==> config.mk <==
export PLATFORM = sky130hd
export DESIGN_NAME = serial_port_flat
export DESIGN_NICKNAME = d
export VERILOG_FILES = /design/src/rtl/serial_port_if.sv /design/src/rtl/serial_port.sv /design/src/flat_wrapper.sv
export SDC_FILE = /design/constraint.sdc
export NUM_CORES = 1
export LEC_CHECK = 0
export BUFFER_PORTS_ARGS = -buffer_cell sky130_fd_sc_hd__clkbuf_2
export CAP_MARGIN = 20
export CORE_MARGIN = 10
export CORE_UTILIZATION = 60
export CTS_BUF_LIST = sky130_fd_sc_hd__clkbuf_2
export DETAILED_ROUTE_END_ITERATION = 12
export PLACE_DENSITY = 0.81
export SLEW_MARGIN = 15
export SYNTH_ARGS = -nofsm -noshare
export SYNTH_HDL_FRONTEND = slang
export SYNTH_SLANG_ARGS = --single-unit
==> constraint.sdc <==
create_clock -name clk -period 5.4 [get_ports clk]
set_clock_uncertainty 0.1 [all_clocks]
set_input_delay 0.81 -clock clk [delete_from_list [all_inputs] [get_ports clk]]
set_output_delay 0.81 -clock clk [all_outputs]
set_load 0.03 [all_outputs]
==> src/rtl/serial_port_if.sv <==
// serial_port_if: CPU device-side bus (address, data, DI/DO strobes, read-back)
interface serial_port_if;
  logic [15:0] addr;
  logic [15:0] bus_in;
  logic [15:0] bus_out;
  logic        DI;
  logic        DO;
  logic        bus_oe;
  modport master (output addr, bus_in, DI, DO, input bus_out, bus_oe);
  modport slave (input addr, bus_in, DI, DO, output bus_out, bus_oe);
endinterface

==> src/rtl/serial_port.sv <==
// serial_port: memory-mapped 8N1 UART with TX/RX FIFOs and a polled status register
module serial_port #(
  parameter logic [15:0] BASE = 16'd136,
  parameter int CLKS_PER_BIT = 16,
  parameter int DEPTH = 4
) (
  input  logic clk,
  input  logic reset,
  serial_port_if.slave bus,
  input  logic rx,
  output logic tx
);
  localparam int AW = $clog2(DEPTH);
  localparam int CW = $clog2(CLKS_PER_BIT);
  localparam logic [CW-1:0] BIT_END = CW'(CLKS_PER_BIT - 1);
  localparam logic [CW-1:0] HALF_END = CW'(CLKS_PER_BIT / 2 - 1);
  localparam logic [AW:0] FULL = (AW + 1)'(DEPTH);
  typedef enum logic [1:0] {IDLE, START, DATA, STOP} state_t;
  logic sel_data, sel_stat, rd_data, rd_stat, wr_data, unused_hi;
  logic [15:0] status;
  logic [7:0] tx_mem [DEPTH];
  logic [AW-1:0] tx_wr, tx_rd;
  logic [AW:0] tx_cnt;
  logic tx_empty, tx_full, tx_push, tx_pop, tx_busy;
  state_t tx_st;
  logic [CW-1:0] tx_clk;
  logic [2:0] tx_bit;
  logic [7:0] tx_sh;
  logic [7:0] rx_mem [DEPTH];
  logic [AW-1:0] rx_wr, rx_rd;
  logic [AW:0] rx_cnt;
  logic rx_empty, rx_full, rx_push, rx_pop, rx_done;
  logic rx_s1, rx_s2, rx_ovr, rx_ferr;
  state_t rx_st;
  logic [CW-1:0] rx_clk;
  logic [2:0] rx_bit;
  logic [7:0] rx_sh;
  assign sel_data = bus.addr == BASE;
  assign sel_stat = bus.addr == BASE + 16'd1;
  assign rd_data = bus.DO & sel_data;
  assign rd_stat = bus.DO & sel_stat;
  assign wr_data = bus.DI & sel_data;
  assign unused_hi = &bus.bus_in[15:8];
  assign tx_empty = tx_cnt == '0;
  assign tx_full = tx_cnt == FULL;
  assign tx_pop = ~tx_empty & (tx_st == IDLE | (tx_st == STOP & tx_clk == BIT_END));
  assign tx_push = wr_data & (~tx_full | tx_pop);
  assign tx_busy = ~tx_empty | tx_st != IDLE;
  assign rx_empty = rx_cnt == '0;
  assign rx_full = rx_cnt == FULL;
  assign rx_done = rx_st == STOP & rx_clk == BIT_END;
  assign rx_pop = rd_data & ~rx_empty;
  assign rx_push = rx_done & rx_s2 & (~rx_full | rx_pop);
  assign status = {11'd0, tx_busy, rx_ferr, rx_ovr, ~tx_full, ~rx_empty};
  assign bus.bus_oe = bus.DO & (sel_data | sel_stat);
  assign bus.bus_out = ~bus.bus_oe ? '0 : sel_stat ? status : rx_empty ? '0 : {8'h00, rx_mem[rx_rd]};
  always_ff @(posedge clk) begin
    if (tx_push) tx_mem[tx_wr] <= bus.bus_in[7:0];
    if (rx_push) rx_mem[rx_wr] <= rx_sh;
  end
  always_ff @(posedge clk) begin
    if (reset) begin
      tx_wr <= '0;
      tx_rd <= '0;
      tx_cnt <= '0;
      rx_wr <= '0;
      rx_rd <= '0;
      rx_cnt <= '0;
    end else begin
      if (tx_push) tx_wr <= tx_wr + 1'b1;
      if (tx_pop) tx_rd <= tx_rd + 1'b1;
      tx_cnt <= tx_cnt + (AW + 1)'(tx_push) - (AW + 1)'(tx_pop);
      if (rx_push) rx_wr <= rx_wr + 1'b1;
      if (rx_pop) rx_rd <= rx_rd + 1'b1;
      rx_cnt <= rx_cnt + (AW + 1)'(rx_push) - (AW + 1)'(rx_pop);
    end
  end
  // tx is registered from the current state, so the line lags the FSM by one edge
  always_ff @(posedge clk) begin
    if (reset) begin
      tx_st <= IDLE;
      tx <= 1'b1;
      tx_clk <= '0;
      tx_bit <= '0;
      tx_sh <= '0;
    end else begin
      tx <= tx_st == START ? 1'b0 : tx_st == DATA ? tx_sh[0] : 1'b1;
      tx_clk <= tx_st == IDLE || tx_clk == BIT_END ? '0 : tx_clk + 1'b1;
      if (tx_pop) tx_sh <= tx_mem[tx_rd];
      case (tx_st)
        IDLE: if (tx_pop) tx_st <= START;
        START: if (tx_clk == BIT_END) tx_st <= DATA;
        DATA:
          if (tx_clk == BIT_END) begin
            tx_sh <= tx_sh >> 1;
            tx_bit <= tx_bit + 1'b1;
            if (tx_bit == 3'd7) tx_st <= STOP;
          end
        default: if (tx_clk == BIT_END) tx_st <= tx_pop ? START : IDLE;
      endcase
    end
  end
  // a set event on the same edge as a status read wins over the read's clear
  always_ff @(posedge clk) begin
    if (reset) begin
      rx_s1 <= 1'b1;
      rx_s2 <= 1'b1;
      rx_st <= IDLE;
      rx_clk <= '0;
      rx_bit <= '0;
      rx_sh <= '0;
      rx_ovr <= 1'b0;
      rx_ferr <= 1'b0;
    end else begin
      {rx_s2, rx_s1} <= {rx_s1, rx};
      rx_clk <= rx_st == IDLE || (rx_st == START ? rx_clk == HALF_END : rx_clk == BIT_END) ? '0 : rx_clk + 1'b1;
      rx_ovr <= (rx_done & rx_s2 & rx_full & ~rx_pop) | (rx_ovr & ~rd_stat);
      rx_ferr <= (rx_done & ~rx_s2) | (rx_ferr & ~rd_stat);
      case (rx_st)
        IDLE: if (!rx_s2) rx_st <= START;
        START: if (rx_clk == HALF_END) rx_st <= rx_s2 ? IDLE : DATA;
        DATA:
          if (rx_clk == BIT_END) begin
            rx_sh <= {rx_s2, rx_sh[7:1]};
            rx_bit <= rx_bit + 1'b1;
            if (rx_bit == 3'd7) rx_st <= STOP;
          end
        default: if (rx_clk == BIT_END) rx_st <= IDLE;
      endcase
    end
  end
endmodule
==> src/flat_wrapper.sv <==
// flat-port wrapper written by rule: the top's interface ports become plain ports
module serial_port_flat 
#(
  parameter logic [15:0] BASE = 16'd136,
  parameter int CLKS_PER_BIT = 16,
  parameter int DEPTH = 4
)
  (clk, reset, rx, tx, bus_addr, bus_bus_in, bus_DI, bus_DO, bus_bus_out, bus_bus_oe);
  serial_port_if bus_i ();
  input  logic clk;
  input  logic reset;
  input  logic rx;
  output logic tx;
  input wire logic [$bits(bus_i.addr)-1:0] bus_addr;
  input wire logic [$bits(bus_i.bus_in)-1:0] bus_bus_in;
  input wire logic [$bits(bus_i.DI)-1:0] bus_DI;
  input wire logic [$bits(bus_i.DO)-1:0] bus_DO;
  output wire logic [$bits(bus_i.bus_out)-1:0] bus_bus_out;
  output wire logic [$bits(bus_i.bus_oe)-1:0] bus_bus_oe;
  assign bus_i.addr = bus_addr;
  assign bus_i.bus_in = bus_bus_in;
  assign bus_i.DI = bus_DI;
  assign bus_i.DO = bus_DO;
  assign bus_bus_out = bus_i.bus_out;
  assign bus_bus_oe = bus_i.bus_oe;
  serial_port #(.BASE(BASE), .CLKS_PER_BIT(CLKS_PER_BIT), .DEPTH(DEPTH)) u_core (.clk(clk), .reset(reset), .bus(bus_i), .rx(rx), .tx(tx));
endmodule
After elaboration in Yosys (flattened, before gate mapping)
Memories as Yosys holds them, arrays and structs flattened. A register that Yosys moved wholly into a read port is not among the register bits.
Cells that the tools add are included.
{ "op_classes": {"n_eq_ne": 23, "bitwise": 30, "mux": 31, "reduce_logical": 15, "add_sub_neg": 12} }
{ "op_table": {"columns": ["cell", "n"], "rows": [
  ["$eq A16 B8 Y1 const B", 2],
  ["$mux W16", 2],
  ["$mux W8", 4],
  ["$mux W2", 15],
  ["$and A1 B1 Y1", 16],
  ["$eq A3 B3 Y1 const B", 4],
  ["$pmux W2 S3", 2],
  ["$ne A2 B1 Y1 const B", 5],
  ["$reduce_and A5 Y1", 2],
  ["$add A2 B1 Y2 const B", 4],
  ["$add A4 B1 Y4 const B", 2],
  ["$eq A2 B2 Y1 const B", 4],
  ["$eq A4 B4 Y1 const B", 2],
  ["$mux W1", 8],
  ["$not A1 Y1", 7],
  ["$or A1 B1 Y1", 7],
  ["$add A3 B1 Y3", 2],
  ["$add A3 B1 Y3 const B", 2],
  ["$logic_not A3 Y1", 2],
  ["$ne A2 B2 Y1 const B", 3],
  ["$sub A3 B1 Y3", 2],
  ["$eq A2 B1 Y1 const B", 2],
  ["$eq A4 B3 Y1 const B", 1],
  ["$logic_not A2 Y1", 2],
  ["other kinds (5)", 9]
]} }
{ "word_totals": {"memories": 2, "register_bits": 53, "input_bits": 37, "ram_bits": 64, "wordCells": 132, "output_inout_bits": 18} }
{ "memory_table": {"columns": ["memory", "words", "width", "rd", "rd_ports_with_merged_regs", "write_ports", "line_no", "rtl"], "rows": [
  ["u_core.rx_mem", 4, 8, 1, 1, 1, "serial_port.sv:29", "logic [7:0] rx_mem [DEPTH];"],
  ["u_core.tx_mem", 4, 8, 1, 1, 1, "serial_port.sv:21", "logic [7:0] tx_mem [DEPTH];"]
]} }

Longest topological paths before layout
Gate-level depths: netlist of the first run.
{ "depth": {"word_depth": 8, "ltp_mapped": 13, "depth_no_buf": 12} }

Worst setup path after synthesis of the first run
OpenSTA, ideal clock, no wires.
{ "synth_path": {"kind": "input-to-output", "start": "input port bus_addr[9]", "end": "output port bus_bus_out[0]", "required_ps": 4490, "arrival_time_ps": 2290, "path_buffers": 1, "path_slack_ps": 2200, "stages": 5, "path_cell_list": "nor4_2 > and2_1 > buf_6 > nand2_1 > nor3_1"} }
{ "synth_via": {"elab_chain_cells": 4, "elab_cells_between_ends": 6, "classes_between": "eq/ne: 2; mux: 2; bitwise: 2"} }
{ "synth_lines": {"columns": ["item", "line_no", "rtl"], "rows": [
  ["start: declaration", "flat_wrapper.sv:14", "input wire logic [$bits(bus_i.addr)-1:0] bus_addr;"],
  ["$eq A16 B8 Y1 (on tied branches)", "serial_port.sv:38, serial_port.sv:39", null],
  ["$or A1 B1 Y1", "serial_port.sv:55", "assign bus.bus_oe = bus.DO & (sel_data | sel_stat);"],
  ["$and A1 B1 Y1", "serial_port.sv:55", null],
  ["$mux W16 *", "serial_port.sv:56", "assign bus.bus_out = ~bus.bus_oe ? '0 : sel_stat ? status : rx_empty ? '0 : {8'h00, rx_mem[rx_rd]};"],
  ["end: declaration", "flat_wrapper.sv:18", "output wire logic [$bits(bus_i.bus_out)-1:0] bus_bus_out;"]
]} }
Every way passes the cells marked *; elsewhere a longest branch is shown, timed or not.

Worst setup path after layout of the first run
{ "layout_path": {"start": "input port bus_addr[9]", "end": "output port bus_bus_out[3]"} }
The elaborated chain is that of the path after synthesis.

==> results of run 1 <==
## routing by layer
layer / vias to the layer above / GRT usage
met1: 1558 / 0.1770
met5: - / 0
met3: 17 / 0.05144
li1: 1554 / -
met2: 97 / 0.2512
met4: 0 / 0.07191
## kinds of logic after synthesis
kind of cell | after synthesis | synth area share
AOI/OAI and AO/OA | 48 | 0.06651
buffers and inverters | 48 | 0.04434
xor gates and xnor gates | 13 | 0.02169
adders and majority gates | 24 | 0.06007
DFF | 121 | 0.5836
muxes | 28 | 0.09273
and+or+nand+nor | 129 | 0.1304
other | 1 | 0.0007145
## cells in the final DEF (no fill, tap or decap), drive strengths merged, types with 16 or more instances in the layout
| master | synthesis | routed |
|---|---|---|
| edfxtp | 64 | 64 |
| mux4 | 16 | 16 |
| nand2 | 27 | 27 |
| ha | 22 | 22 |
| a21oi | 22 | 22 |
| nor2 | 37 | 37 |
| clkbuf | 9 | 55 |
| inv | 23 | 32 |
| dfxtp | 57 | 57 |
## state kept, by name, summed over array words and instances, names as in the netlist, 3 cells and up, named ones only
name and cells:
u_core.rx_mem 32, u_core.rx_clk 4, u_core.tx_sh 8, u_core.rx_cnt 3, u_core.rx_sh 8, u_core.tx_clk 4, u_core.tx_cnt 3, u_core.rx_bit 3
u_core.tx_mem 32, u_core.tx_bit 3
## where the power goes
| part | internal (uW) | switching (uW) | total (uW) |
|---|---|---|---|
| sequential | 1020 | 55.2 | 1080 |
| clock | 185 | 381 | 565 |
| combinational | 173 | 185 | 358 |
| total | 1380 | 621 | 2000 |
## per-stage QoR
stage	worst slack, ns	hold WS (ns)
5_1_grt	1.858	0.1645
6_report	1.983	0.2233
3_5_place_dp	1.826	0.3029
4_1_cts	1.962	0.1821
3_3_place_gp	1.844	0.3067
2_1_floorplan	2.200	0.2895
## worst min-delay path by stage
stage / cells past startpoint / start / slack [ns] / end
floorplan: 1 / u_core.rx_s1$_SDFF_PP1_ / 0.29 / u_core.rx_s2$_SDFF_PP1_
global placement: 1 / u_core.rx_s1$_SDFF_PP1_ / 0.31 / u_core.rx_s2$_SDFF_PP1_
detailed placement: 1 / u_core.rx_s1$_SDFF_PP1_ / 0.30 / u_core.rx_s2$_SDFF_PP1_
CTS: 2 / rx / 0.18 / u_core.rx_s1$_SDFF_PP1_
global route: 2 / rx / 0.16 / u_core.rx_s1$_SDFF_PP1_
finish: 2 / rx / 0.22 / u_core.rx_s1$_SDFF_PP1_
## layout make-up
| cell class | instances | share of cell area |
|---|---|---|
| multi-input cells | 250 | 0.3472 |
| inverters | 23 | 0.01514 |
| clock buffers | 17 | 0.01492 |
| repair buffers | 39 | 0.03467 |
| flip-flops and latches | 121 | 0.5372 |
| clock inverters | 15 | 0.02721 |
| well taps | 108 | 0.02370 |
==> impl_metrics.tcl, run 1 <==
set metrics [dict create \
    dr.max_layer_used "met4" \
    areaGrowthSynthToFinish_pct 8.629 \
    final_cells 573 \
    arrival_ns 2.51 \
    endpoint "bus_bus_out[3]" \
    m1WireLength_um 3973 \
    rows 34 \
    powerDensity_mw_per_mm2 350.5 \
    netlist_area_mm2 0.005249 \
    initial_utilization 0.6078 \
    placed_area_mm2 0.005461 \
    wl_met3_um 561 \
    synth_area_leaders "edfxtp_1 (37%), dfxtp_1 (22%), mux4_2 (6.9%)" \
    setup_violations 0 \
    cp_max_fo 7 \
    hold_viol 0 \
    syn-mean-instance-area_um2 12.74 \
    synth-async-reset-ratio 0 \
    dieArea_mm2 0.01289 \
    startpoint "bus_addr[9]" \
    drtAntennaViolNets 0 \
    grt_pass1_vias 3305 \
    slew_headroom 0.4569 \
    fill_cells 637 \
    synthFlopType "edfxtp_1" \
    final_util 0.6602 \
    synth_cell_type_count 54 \
    grt_max_degree 55 \
    rsz0062_at_grt "false" \
    totalPowerFinal_uw 1999 \
    cts-root-buf "clkbuf_2" \
    r2r_setup_slack_ns 2.30 \
    placedCellCount 541 \
    r2r_end "u_core.tx_cnt[2]$_SDFF_PP0_" \
    max_freq_mhz 292.7 \
    wl_met2_um 4789 \
    synth_top_area_frac 0.3662 \
    ys_ff_latch 121 \
    ctsHoldBuffers 0 \
    io_pins 55 \
    portBuffers 38 \
    place_congestion 0.7653 \
    worstSetupEndpointType "primary output" \
    outcome "completed" \
    worst-path-stages 6 \
    drcViolationCount 0 \
    multi_input_area_mm2 0.001979 \
    routed_wirelength_um 9470 \
    ys_top_cells_by_count "edfxtp_1 (64), dfxtp_1 (57), nor2_1 (36)" \
    cap_violations 0 \
    diodes 0 \
    clockBufferDepth 2 \
    nNetsFinal 513 \
    coreArea_mm2 0.008636 \
    drive_gt1_frac 0.2215 \
    synth_area_leader_cell "edfxtp_1" \
    tns_ns 0 \
    synthCells 412 \
    critical_path_class "in -> out" \
    dpl.hpwl_um 6646 \
    vias 3226 \
    clock-sinks 121 \
    antenna_found_initial 0 \
    path_cells "clkbuf_2 > nor4_2 > and2_1 > nand3_1 > o2bb2ai_1 > clkbuf_2" \
    vdd_drop_max_mv 0.2142 \
    period_share 0.6328 \
    ys_seq_area_frac 0.5836 \
    hold_path_class "in -> reg" \
    cp_slowest_stage_delay_ns 0.52 \
    final_area_mm2 0.005702 \
    critPathSlowestCell "nor4_2" \
    start_kind "input pin" \
    firstDrtPassIters 6 \
    wire_per_inst_um 16.53 \
    p_leak_uw 0.002151 \
    worstMarginPinSlew_ns 0.8116 \
    clk_latency_ns 0.68 \
    track_usage 0.1531 \
    cpMostUsedCell "clkbuf_2" \
    cts_resized 0 \
    overflow 0 \
    synth_edf_count 64 \
    cts_tree "yes" \
    die_w_um 113.5 \
    reg2reg_depth 12 \
    min_period_ns 3.417 \
    grt_pass1_wl_um 15790 \
    yosys_warnings 0 \
    synth.most_common_cell "edfxtp_1" \
    die_y_um 113.5 \
    worstPathRequired_ns 4.49 \
    critical_path.top_delay_family "simple AND/OR/NAND/NOR gates" \
    first_iter_violations 193 \
    cts_setup_buffers 0 \
    slew_violations 0 \
    numCtsBuffers 17 \
    timing.rr.start "u_core.tx_st[0]$_SDFFE_PP0P_" \
    ff_latch_area_mm2 0.003063 \
    viasPerCell 5.630 \
    path_clk_slew_ns 0.19 \
    crit_buf_inv 2 \
    cts-htree-levels 4 \
]
(Power assumes the default switching activity.)
==> inputs of run 2 (changes only) <==
--- a/config.mk
+++ b/config.mk
@@ -8,10 +8,10 @@
 export BUFFER_PORTS_ARGS = -buffer_cell sky130_fd_sc_hd__clkbuf_2
 export CAP_MARGIN = 20
 export CORE_MARGIN = 10
-export CORE_UTILIZATION = 60
+export CORE_UTILIZATION = 55
 export CTS_BUF_LIST = sky130_fd_sc_hd__clkbuf_2
 export DETAILED_ROUTE_END_ITERATION = 12
-export PLACE_DENSITY = 0.81
+export PLACE_DENSITY = 0.78
 export SLEW_MARGIN = 15
 export SYNTH_ARGS = -nofsm -noshare
 export SYNTH_HDL_FRONTEND = slang
==> constraint.sdc (replaced) <==
create_clock -name clk -period 2.8 [get_ports clk]
set_clock_uncertainty 0.1 [all_clocks]
set_input_delay 0.42 -clock clk [delete_from_list [all_inputs] [get_ports clk]]
set_output_delay 0.42 -clock clk [all_outputs]
set_load 0.03 [all_outputs]
==> impl_metrics.tcl, run 2 (synthesis results as in run 1) <==
set metrics [dict create \
    outcome "completed" \
    cap_violations 0 \
    cts-htree-levels 4 \
    timing.rr.start "u_core.tx_st[0]$_SDFFE_PP0P_" \
    clk_latency_ns 0.67 \
    worstMarginPinSlew_ns 0.7397 \
    reg.largest.list "u_core.rx_mem (32), u_core.tx_mem (32)" \
    placed_area_mm2 0.005563 \
    rows 35 \
    arrival_ns 2.08 \
    worstPathRequired_ns 2.28 \
    io_pins 55 \
    path_cells "mux4_2 > o211ai_1 > a21oi_1 > clkbuf_2" \
    worst_hold_slack_ns 0.07765 \
    die_w_um 117.7 \
    areaGrowthSynthToFinish_pct 12.63 \
    vdd_drop_max_mv 0.4643 \
    track_usage 0.1477 \
    multi_input_area_mm2 0.001979 \
    period_share 0.9277 \
    initial_utilization 0.5654 \
    setup_violations 0 \
    setup_slack_ns 0.2025 \
    first_iter_violations 169 \
    worstSetupEndpointType "primary output" \
    wire_per_inst_um 15.84 \
    fill_cells 734 \
    clockBufferDepth 2 \
    slew_headroom 0.5069 \
    dpl.hpwl_um 6702 \
    antenna_found_initial 0 \
    tns_ns 0 \
    viasPerCell 5.428 \
    slew_violations 0 \
    p_leak_uw 0.002244 \
    drive_gt1_frac 0.2433 \
    cp_slowest_stage_delay_ns 0.55 \
    cts_tree "yes" \
    reg2reg_depth 12 \
    hold_viol 0 \
    diodes 0 \
    die_y_um 117.7 \
    ff_latch_area_mm2 0.003072 \
    final_area_mm2 0.005912 \
    cts_setup_buffers 0 \
    final_common_cell "edfxtp_1" \
    grt_max_degree 35 \
    critPathSlowestCell "mux4_2" \
    hold_path_class "in -> reg" \
    cp_max_fo 8 \
    dieArea_mm2 0.01385 \
    overflow 0 \
    critical_path_class "reg -> out" \
    start_kind "flip-flop" \
    grt_pass1_vias 3420 \
    final_util 0.6368 \
    drtAntennaViolNets 0 \
    drcViolationCount 0 \
    r2r_setup_slack_ns 0.25 \
    pre_cts_ws_ns 0.1530 \
    path_clk_slew_ns 0.20 \
    hold_depth 4 \
    holdPathEnd "u_core.tx_wr[1]$_SDFFE_PP0P_" \
    powerDensity_mw_per_mm2 662.5 \
    coreArea_mm2 0.009284 \
    grt_pass1_wl_um 16600 \
    clock-sinks 121 \
    place_congestion 0.7762 \
    min_period_ns 2.597 \
    portBuffers 38 \
    r2r_end "u_core.tx_cnt[2]$_SDFF_PP0_" \
    numCtsBuffers 17 \
    cts-root-buf "clkbuf_2" \
    nNetsFinal 533 \
    layout_common_cells "edfxtp_1 (64), clkbuf_2 (55), dfxtp_1 (52), nor2_1 (36), nand2_1 (27)" \
    firstDrtPassIters 4 \
    max_freq_mhz 385.0 \
    vias 3333 \
    hold_start "bus_DI" \
    rsz0062_at_grt "false" \
    routed_wirelength_um 9726 \
]
run 2: cell count changes in the layout (fill, tap and decap cells not counted), sizes merged:
cell / previous run / this run
buf: 1 / 11
dlygate4sd3: 0 / 10
run 2: stage by stage:
stage / power (uW) / instances
final: 3916 / 614
after global routing: 4138 / 614
after CTS: 3951 / 614
after detailed placement: 2849 / 572
after global placement: 2815 / 572
after floorplan: 2678 / 419
run 2: what timing repair did:
action                     4_1_cts  5_1_grt
pin swaps                        0        0
setup endpoints to repair        8        5
hold buffers                    10        0
gates resized for setup          1        5
hold endpoints to repair        35        0
run 2: layout make-up:
class | count | share of cell area
Clock inverter | 15 | 0.02624
Sequential cell | 121 | 0.5196
Tap cell | 129 | 0.02730
Multi-Input combinational cell | 250 | 0.3348
Timing Repair Buffer | 59 | 0.06307
Inverter | 23 | 0.01460
Clock buffer | 17 | 0.01439
run 2: report_power, final:
| group | switching (uW) | internal (uW) |
|---|---|---|
| Clock | 741 | 356 |
| Sequential | 106 | 1970 |
| Combinational | 368 | 377 |
| Total | 1220 | 2700 |
run 2: metal layers:
metal / part of all wire / vias up / global-route usage
li1: - / 1597 / -
met1: 0.44 / 1631 / 0.1794
met2: 0.49 / 93 / 0.2399
met3: 0.059 / 12 / 0.04412
met4: 0.013 / 0 / 0.06028
met5: 0 / - / 0
run 2: worst max path at each step:
stage	to	slack (ns)	depth (start not counted)
final	bus_bus_out[4]	0.20	4
after global routing	bus_bus_out[4]	0.01	7
after floorplan	u_core.rx_cnt[2]$_SDFF_PP0_	0.19	12
after CTS	bus_bus_out[4]	0.03	4
after global placement	u_core.tx_cnt[2]$_SDFF_PP0_	0.19	11
after detailed placement	u_core.tx_cnt[2]$_SDFF_PP0_	0.15	10
run 2: critical path, delay by kind of cell (launching register included):
kind,cells,cell delay [ns]
AO/OA/AOI/OAI,2,0.20
flip-flops,1,0.50
buffers and inverters,1,0.19
multiplexers,1,0.55
==> inputs of run 3 (changes only) <==
==> constraint.sdc (replaced) <==
create_clock -name clk -period 2.8 [get_ports clk]
set_clock_uncertainty 0.1 [all_clocks]
set_input_delay 0.56 -clock clk [delete_from_list [all_inputs] [get_ports clk]]
set_output_delay 0.56 -clock clk [all_outputs]
set_load 0.03 [all_outputs]
==> impl_metrics.tcl, run 3 (synthesis results as in run 1) <==
set metrics [dict create \
    dieArea_mm2 0.01385 \
    viasPerCell 5.320 \
    p_leak_uw 0.002283 \
    clk_latency_ns 0.66 \
    hold_start "bus_addr[0]" \
    track_usage 0.1433 \
    tns_ns 0 \
    firstDrtPassIters 5 \
    setup_violations 0 \
    endpoint "bus_bus_out[0]" \
    critical_path_class "reg -> out" \
    placed_area_mm2 0.005623 \
    worstMarginPinSlew_ns 0.8529 \
    die_w_um 117.7 \
    path_clk_slew_ns 0.20 \
    grt_max_degree 37 \
    rsz0062_at_grt "true" \
    dpl.hpwl_um 6765 \
    start_kind "flip-flop" \
    arrival_ns 2.09 \
    drtAntennaViolNets 0 \
    outcome "completed" \
    cap_violations 0 \
    io_pins 55 \
    clockBufferDepth 2 \
    min_period_ns 2.750 \
    final_common_cell "edfxtp_1" \
    worst_hold_slack_ns 0.1686 \
    cts-htree-levels 4 \
    final_util 0.6445 \
    initial_utilization 0.5654 \
    diodes 0 \
    die_y_um 117.7 \
    grt_pass1_vias 3387 \
    totalPowerFinal_uw 3853 \
    place_congestion 0.7958 \
    areaGrowthSynthToFinish_pct 13.99 \
    reg2reg_depth 11 \
    numCtsBuffers 17 \
    drcViolationCount 0 \
    overflow 0 \
    rows 35 \
    clock-sinks 121 \
    r2r_end "u_core.tx_cnt[2]$_SDFF_PP0_" \
    grt_pass1_wl_um 16190 \
    max_freq_mhz 363.6 \
    vias 3309 \
    slew_headroom 0.4293 \
    period_share 0.9823 \
    reg.largest.list "u_core.rx_mem (32), u_core.tx_mem (32)" \
    slew_violations 0 \
    hold_path_class "in -> reg" \
    routed_wirelength_um 9706 \
    hold_viol 0 \
    r2r_setup_slack_ns 0.24 \
    worstSetupEndpointType "primary output" \
    cts_tree "yes" \
    drive_gt1_frac 0.2535 \
    worstPathRequired_ns 2.14 \
    final_area_mm2 0.005983 \
    layout_common_cells "edfxtp_1 (64), dfxtp_1 (55), clkbuf_2 (47), nor2_1 (36), nand2_1 (27)" \
    first_iter_violations 183 \
    portBuffers 38 \
    vdd_drop_max_mv 0.4230 \
    wire_per_inst_um 15.60 \
    coreArea_mm2 0.009284 \
    antenna_found_initial 0 \
    timing.rr.start "u_core.tx_clk[0]$_SDFF_PP0_" \
    powerDensity_mw_per_mm2 643.9 \
    cts-root-buf "clkbuf_2" \
    nNetsFinal 541 \
    cp_max_fo 5 \
]
run 3: repair_timing:
action,CTS,global route
hold buffers,9,0
endpoints found under the setup margin,7,8
pin swaps,0,6
hold endpoints to repair,32,0
gates resized for setup,5,19
buffers inserted,1,0
run 3: cell type report:
cell class,count,area [um2]
clock inverters,15,141.4
well taps,129,161.4
clock buffers,17,85.08
multi-input cells,250,1987
fillers,712,3301
repair buffers,67,454.2
inverters,23,86.33
flip-flops and latches,121,3068
run 3: power breakdown:
part           switching, uW  internal [uW]
registers                101           1970
clock network            702            336
logic                    368            380
run 3: routing by layer:
layer  share of wire  wire length, um  track usage  vias to the layer above
met5               0                0            0                        -
met4           0.019              189      0.06569                        0
met3           0.050              484      0.04269                       19
met2            0.50             4824       0.2290                       89
met1            0.43             4208       0.1745                     1588
li1                -                -            -                     1613
run 3: worst min-delay path by stage:
stage | endpoint | slack, ns | cells past startpoint
6_report | flip-flop | 0.17 | 4
4_1_cts | flip-flop | 0.12 | 4
2_1_floorplan | u_core.rx_s2$_SDFF_PP1_ | 0.29 | 1
3_3_place_gp | u_core.rx_s2$_SDFF_PP1_ | 0.31 | 1
3_5_place_dp | u_core.rx_s2$_SDFF_PP1_ | 0.31 | 1
5_1_grt | flip-flop | 0.09 | 4
run 3: metrics by stage:
step	instances	setup WS, ns
after floorplan	419	0.05402
after global placement	580	0.04823
after detailed placement	580	-0.03112
after CTS	622	0.001395
after global routing	622	-0.09487
final	622	0.04954
run 3: critical path: stages, from the launching register on:
cell and delay [ns]:
dfxtp_4 0.41, buf_6 0.14, mux4_2 0.51, a21oi_2 0.13, nor3_1 0.06, buf_4 0.18
